**src/rtl/carry_lookahead_adder.sv**
```systemverilog
// rtl/carry_lookahead_adder.sv - two-level carry lookahead adder with registered outputs
// Optional signed overflow flag enabled by defining CLA_OVERFLOW_EN.
module carry_lookahead_adder #(
  parameter int WIDTH = 4
) (
  input  logic             clk,
  input  logic             rst,
  input  logic [WIDTH-1:0] a,
  input  logic [WIDTH-1:0] b,
  input  logic             cin,
  output logic [WIDTH-1:0] sum,
  output logic             carry_out,
  output logic             overflow,
  output logic [WIDTH-1:0] sum_q,
  output logic             carry_out_q,
  output logic             overflow_q
);

  localparam int NG = (WIDTH + 3) / 4;
  localparam int PW = NG * 4;

  logic [PW-1:0]    w_g;
  logic [PW-1:0]    w_p;
  logic [NG-1:0]    w_gg;
  logic [NG-1:0]    w_gp;
  logic [NG:0]      w_gc;
  logic [WIDTH-1:0] w_c;
  logic             w_ovf;

  logic [WIDTH-1:0] r_sum;
  logic             r_carry;
  logic             r_ovf;

  // Pad bits propagate without generating, so the top group carry equals c[WIDTH].
  always_comb begin
    w_g = '0;
    w_p = '1;
    w_g[WIDTH-1:0] = a & b;
    w_p[WIDTH-1:0] = a ^ b;

    w_gg = '0;
    w_gp = '0;
    for (int gi = 0; gi < NG; gi++) begin
      w_gp[gi] = &w_p[gi*4 +: 4];
      for (int k = 0; k < 4; k++) begin
        logic t;
        t = w_g[gi*4 + k];
        for (int m = k + 1; m < 4; m++) t = t & w_p[gi*4 + m];
        w_gg[gi] = w_gg[gi] | t;
      end
    end

    w_gc    = '0;
    w_gc[0] = cin;
    for (int gi = 1; gi <= NG; gi++) begin
      logic acc;
      acc = 1'b0;
      for (int k = 0; k <= gi; k++) begin
        logic t;
        t = (k == 0) ? cin : w_gg[k-1];
        for (int m = k; m < gi; m++) t = t & w_gp[m];
        acc = acc | t;
      end
      w_gc[gi] = acc;
    end

    // Each in-group carry is a flat sum of products off the group carry-in.
    w_c = '0;
    for (int gi = 0; gi < NG; gi++) begin
      for (int j = 0; j < 4; j++) begin
        logic acc;
        acc = 1'b0;
        for (int k = 0; k <= j; k++) begin
          logic t;
          t = (k == 0) ? w_gc[gi] : w_g[gi*4 + k - 1];
          for (int m = k; m < j; m++) t = t & w_p[gi*4 + m];
          acc = acc | t;
        end
        if (gi*4 + j < WIDTH) w_c[gi*4 + j] = acc;
      end
    end
  end

`ifdef CLA_OVERFLOW_EN
  assign w_ovf = w_c[WIDTH-1] ^ w_gc[NG];
`else
  assign w_ovf = 1'b0;
`endif

  assign sum       = w_p[WIDTH-1:0] ^ w_c;
  assign carry_out = w_gc[NG];
  assign overflow  = w_ovf;

  always_ff @(posedge clk or posedge rst) begin
    if (rst) begin
      r_sum   <= '0;
      r_carry <= 1'b0;
      r_ovf   <= 1'b0;
    end else begin
      r_sum   <= sum;
      r_carry <= carry_out;
      r_ovf   <= w_ovf;
    end
  end

  assign sum_q       = r_sum;
  assign carry_out_q = r_carry;
  assign overflow_q  = r_ovf;

endmodule

```
**config.mk**
```make
export PLATFORM = sky130hd
export DESIGN_NAME = carry_lookahead_adder
export DESIGN_NICKNAME = d
export VERILOG_FILES = /design/src/rtl/carry_lookahead_adder.sv
export SDC_FILE = /design/constraint.sdc
export NUM_CORES = 1
export LEC_CHECK = 0
export CAP_MARGIN = 20
export CORE_AREA = 10 10 47 49
export CTS_BUF_LIST = sky130_fd_sc_hd__clkbuf_8 sky130_fd_sc_hd__clkbuf_16
export CTS_CLUSTER_DIAMETER = 150
export CTS_CLUSTER_SIZE = 10
export DETAILED_ROUTE_END_ITERATION = 10
export DIE_AREA = 0 0 57 59
export GPL_TIMING_DRIVEN = 0
export HOLD_SLACK_MARGIN = 0.05
export PLACE_DENSITY = 0.62
export SLEW_MARGIN = 20
export SYNTH_ARGS = -nofsm -noshare
export SYNTH_HDL_FRONTEND = slang
export SYNTH_SLANG_ARGS = --single-unit
export TNS_END_PERCENT = 1
```
**constraint.sdc**
```tcl
create_clock -name clk -period 1.55 [get_ports clk]
set_input_delay 0.31 -clock clk [delete_from_list [all_inputs] [get_ports clk]]
set_output_delay 0.31 -clock clk [all_outputs]
set_load 0.01 [all_outputs]
```
**Word-level counts from Yosys, hierarchy flattened**

Index checks and enable logic that the tools add are counted.

- Output and inout bits: 12
- Input port bits: 11
- Word-level logic and storage cells: 26
- Flip-flop bits (word level): 5

- Reduce and logical (&&, ||, !) cells: 1
- Bitwise operators: 23

Operator list:

| operator | count |
|---|---|
| $and 1x1->1 | 10 |
| $or 1x1->1 | 10 |
| $xor 4x4->4 | 2 |
| $and 4x4->4 | 1 |
| $reduce_and 4->1 | 1 |

**Logic depth before layout (Yosys ltp)**

Gate-level depths: netlist of the first run.

- Word-level depth: 8
- Gate-level depth with buffers: 5
- Gate-level depth less buffers: 5

**Worst setup path before layout of the first run**

OpenSTA, ideal clock, no wires.

- Path type: input -> output
- Start point: input port a[0]
- End point: output port sum[3]
- Path buffers: 0
- Setup slack: -0.020 ns
- Arrival time: 1.260 ns
- Required time: 1.240 ns
- Cell stages on the path: 5
- Cells stage by stage: ha_1 ha_1 o211ai_1 nand2_1 xor2_1

- Word-level cells in the longest chain between the ends: 8
- Elaborated cells on any way between the ends: 11
- Classes of those cells: bitwise: 11

RTL lines:

| item | RTL line | source |
|---|---|---|
| from (decl) | 8 | `input logic [WIDTH-1:0] a,` |
| $xor 4x4->4 | 39 | `w_p[WIDTH-1:0] = a ^ b;` |
| $and 1x1->1 (3 in series) | 76 | `for (int m = k; m < j; m++) t = t & w_p[gi*4 + m];` |
| $or 1x1->1 * (3 in series) | 77 | `acc = acc \| t;` |
| $xor 4x4->4 * | 90 | `assign sum = w_p[WIDTH-1:0] ^ w_c;` |
| to (decl) | 11 | `output logic [WIDTH-1:0] sum,` |

Every way passes the cells marked *; elsewhere a longest branch is shown, timed or not.

**Worst setup path after layout of the first run**

- Start point: input port b[0]
- End point: output port sum[2]

- Word-level cells in the longest chain between the ends: 6
- Elaborated cells on any way between the ends: 8
- Classes of those cells: bitwise: 8

RTL lines:

| item | RTL line | source |
|---|---|---|
| from (decl) | 9 | `input logic [WIDTH-1:0] b,` |
| $xor 4x4->4 | 39 |  |
| $and 1x1->1 (2 in series) | 76 |  |
| $or 1x1->1 * (2 in series) | 77 |  |
| $xor 4x4->4 * | 90 |  |

Marks and branches as above.

==> flow_metrics.py, run 1 <==
metrics = {
    "status": {
        "status": "finished with violations",
        "violations": "setup timing",
    },
    "critical_path": {
        "critical_path_peak_fanout": 2,
        "cpMostUsedCell": "sky130_fd_sc_hd__ha_4",
        "timing.critical_path.to": "sum[2]",
        "setup.worst_path.start_class": "input port",
        "worstPathArrival_ns": 1.37,
        "crit_chain": "buf_8, ha_4, ha_4, o21a_1, nor2_2, xnor2_2, buf_2",
        "cp.buffers_inverters": 2,
        "path_class": "in -> out",
        "required_ns": 1.24,
        "total_stage_count_of_the_critical_path": 7,
        "slowest_delay_ns": 0.24,
        "crit_start": "b[0]",
        "crit_path_top_delay_cell": "sky130_fd_sc_hd__ha_4",
        "timing.critical_path.max_delay_family": "adder cells",
        "endpoint_kind": "output port",
    },
    "global_routing": {
        "grt.total_usage": 0.0552,
        "gr-total-overflow": 0,
        "via_count_of_the_first_global_routing_pass": 341,
        "grt_pass1_wl_um": 1410,
        "antenna_found_initial": 0,
        "pin_count_of_the_biggest_net_entering_global_routing": 6,
    },
    "sta": {
        "finalHoldViolCount": 0,
        "min_period_over_period": 1.08,
        "setup_viol": 4,
        "final_tns_setup_ns": -0.317,
        "fmax_mhz": 596,
        "finalWorstPathRequiredPeriod_ns": 1.68,
        "grt_setup_unrepaired": "true",
        "setup_ws_ns": -0.128,
        "report.final.slew_viol_count": 0,
    },
    "power": {
        "leakage_uw": 0.000315,
        "ir_drop_mv": 0.244,
        "power_density_nw_per_um2": 942,
    },
    "detailed_routing": {
        "detail_route.wl_per_cell_um": 11.8,
        "drt_pass1_iterations": 1,
        "postRouteAntennaNets": 0,
        "first_iter_violations": 0,
        "post_drt_via_cell_ratio": 4.04,
        "routed-via-count": 291,
        "final_routed_drc_violation_total": 0,
        "detail_route.wirelength_um": 851,
    },
    "yosys": {
        "synth_area_sq_um": 313,
        "ys_ff_latch": 5,
        "synth-warning-count": 0,
        "synthesized_area_per_cell_sq_um": 11.2,
        "yosysUniqueCellTypes": 15,
        "synthesis.instances": 28,
        "synth.yosys.seq_area_share": 0.400,
    },
    "die": {
        "die_area_sq_um": 3360,
        "die-height_um": 59,
        "core_sq_um": 1400,
        "placementRows": 14,
        "die_width_um": 57,
        "start_util": 0.223,
        "design.portCount": 23,
    },
    "run": {
        "timing.max_cap.violations": 0,
    },
    "cts": {
        "hold_buffers": 0,
        "tritoncts": "yes",
        "clock_tree.htree_level_count": 1,
        "cts-root-to-sink-buffers": 2,
        "worst_setup_hold_path_clk_slew_ns": 0.03,
        "clock_sink_total": 5,
        "cts-buffers-inserted": 3,
        "clock-root-buffer": "sky130_fd_sc_hd__clkbuf_8",
    },
    "cells_and_area": {
        "fin_cells": 72,
        "drive_above_1_share": 0.482,
        "syn2layout_area_growth_pct": 115,
        "utilization": 0.479,
        "nNetsFinal": 74,
        "diodes": 0,
    },
    "placed_design": {
        "buffer_ports.inserted": 20,
        "place_inst": 65,
        "gpl_congestion": 0.764,
        "place_hpwl_um": 710,
    },
    "min_path": {
        "hold_path.class": "in -> async",
    },
}
[worst min-delay path by stage]
| stage | start | to | slack (ns) | depth (start not counted) |
|---|---|---|---|---|
| floorplan | rst | carry_out_q$_DFF_PP0_ | 0.09 | 1 |
| global placement | rst | sum_q[1]$_DFF_PP0_ | 0.52 | 2 |
| detailed placement | rst | sum_q[0]$_DFF_PP0_ | 0.52 | 2 |
| CTS | rst | sum_q[0]$_DFF_PP0_ | 0.30 | 2 |
| global route | rst | sum_q[3]$_DFF_PP0_ | 0.30 | 2 |
| finish | rst | sum_q[1]$_DFF_PP0_ | 0.29 | 2 |
[state kept, by name (all words and copies together), names as in the netlist]
name and cells:
sum_q 4, carry_out_q 1
[synthesized netlist by cell type]
master                     n  area (sq um)
sky130_fd_sc_hd__dfrtp_1   5           125
sky130_fd_sc_hd__ha_1      5          62.6
sky130_fd_sc_hd__a21oi_1   3          15.0
sky130_fd_sc_hd__buf_4     2          15.0
sky130_fd_sc_hd__nand2_1   2          7.51
sky130_fd_sc_hd__xor2_1    2          17.5
sky130_fd_sc_hd__a21o_1    1          7.51
sky130_fd_sc_hd__conb_1    1          3.75
sky130_fd_sc_hd__fa_1      1          20.0
sky130_fd_sc_hd__inv_1     1          3.75
sky130_fd_sc_hd__nor2_2    1          6.26
sky130_fd_sc_hd__o211ai_1  1          7.51
sky130_fd_sc_hd__o21a_1    1          7.51
sky130_fd_sc_hd__o21ai_0   1          5.00
sky130_fd_sc_hd__xnor2_1   1          8.76
[layout make-up]
cell class                 count  area [sq um]
fill                         142           729
sequential                     5           125
buffer                         2          15.0
multi-input combinational     21           262
clock inverter                 1          3.75
inverter                       1          3.75
clock buffer                   3          41.3
tap                           16          20.0
timing repair buffer          23           201
[routing by layer]
metal  vias up  part of all wire  track usage
li1        145                 -            -
met1       132              0.33       0.0435
met2        12              0.56       0.0915
met3         2             0.086       0.0300
met4         0             0.020       0.0604
met5         -                 0            0
[report_power, final]
part	leakage (uW)	total, uW	internal, uW	switching [uW]
combinational	0.000229	245	141	104
clock	0.0000269	228	169	58.3
sequential	0.0000587	160	154	5.72
[per-stage QoR]
step	total power [uW]	worst slack, ns	hold WS (ns)	area (sq um)
CTS	640	-0.179	0.296	666
global placement	383	-1.03	0.518	544
global route	680	-0.173	0.301	672
finish	633	-0.128	0.292	672
floorplan	254	0.0157	0.0885	324
detailed placement	387	-1.07	0.517	544
[cell families after synthesis]
| group | share of synthesized area |
|---|---|
| and+or+nand+nor | 0.0440 |
| DFF | 0.400 |
| AOI/OAI and AO/OA | 0.136 |
| other | 0.0120 |
| buffers and inverters | 0.0600 |
| adders and majority gates | 0.264 |
| xor gates and xnor gates | 0.0840 |
[layout by cell type (no fill, tap or decap), types with 2 or more instances in the layout]
master / count
sky130_fd_sc_hd__dlygate4sd2_1: 5
sky130_fd_sc_hd__clkdlybuf4s50_1: 6
sky130_fd_sc_hd__clkbuf_8: 3
sky130_fd_sc_hd__conb_1: 2
sky130_fd_sc_hd__dfrtp_1: 5
sky130_fd_sc_hd__buf_2: 5
sky130_fd_sc_hd__ha_4: 5
sky130_fd_sc_hd__buf_4: 5
sky130_fd_sc_hd__a21oi_2: 2
sky130_fd_sc_hd__nand2_1: 2
sky130_fd_sc_hd__inv_1: 2
[what timing repair did]
action | in CTS | in global routing
endpoints found under the setup margin | 7 | 5
resized for setup | 51 | 2
gates cloned | 0 | 0
buffers inserted | 3 | 0
pin swaps | 8 | 4
No activity file was read; power rests on OpenSTA's default activity.
==> inputs of run 2 (changes only) <==
--- a/config.mk
+++ b/config.mk
@@ -13,7 +13,7 @@
 export DETAILED_ROUTE_END_ITERATION = 10
 export DIE_AREA = 0 0 57 59
 export GPL_TIMING_DRIVEN = 0
-export HOLD_SLACK_MARGIN = 0.05
+export HOLD_SLACK_MARGIN = 0.06
 export PLACE_DENSITY = 0.62
 export SLEW_MARGIN = 20
 export SYNTH_ARGS = -nofsm -noshare
==> results of run 2 <==
Same layout as run 1: the final DEF is identical, and so are final timing and power.
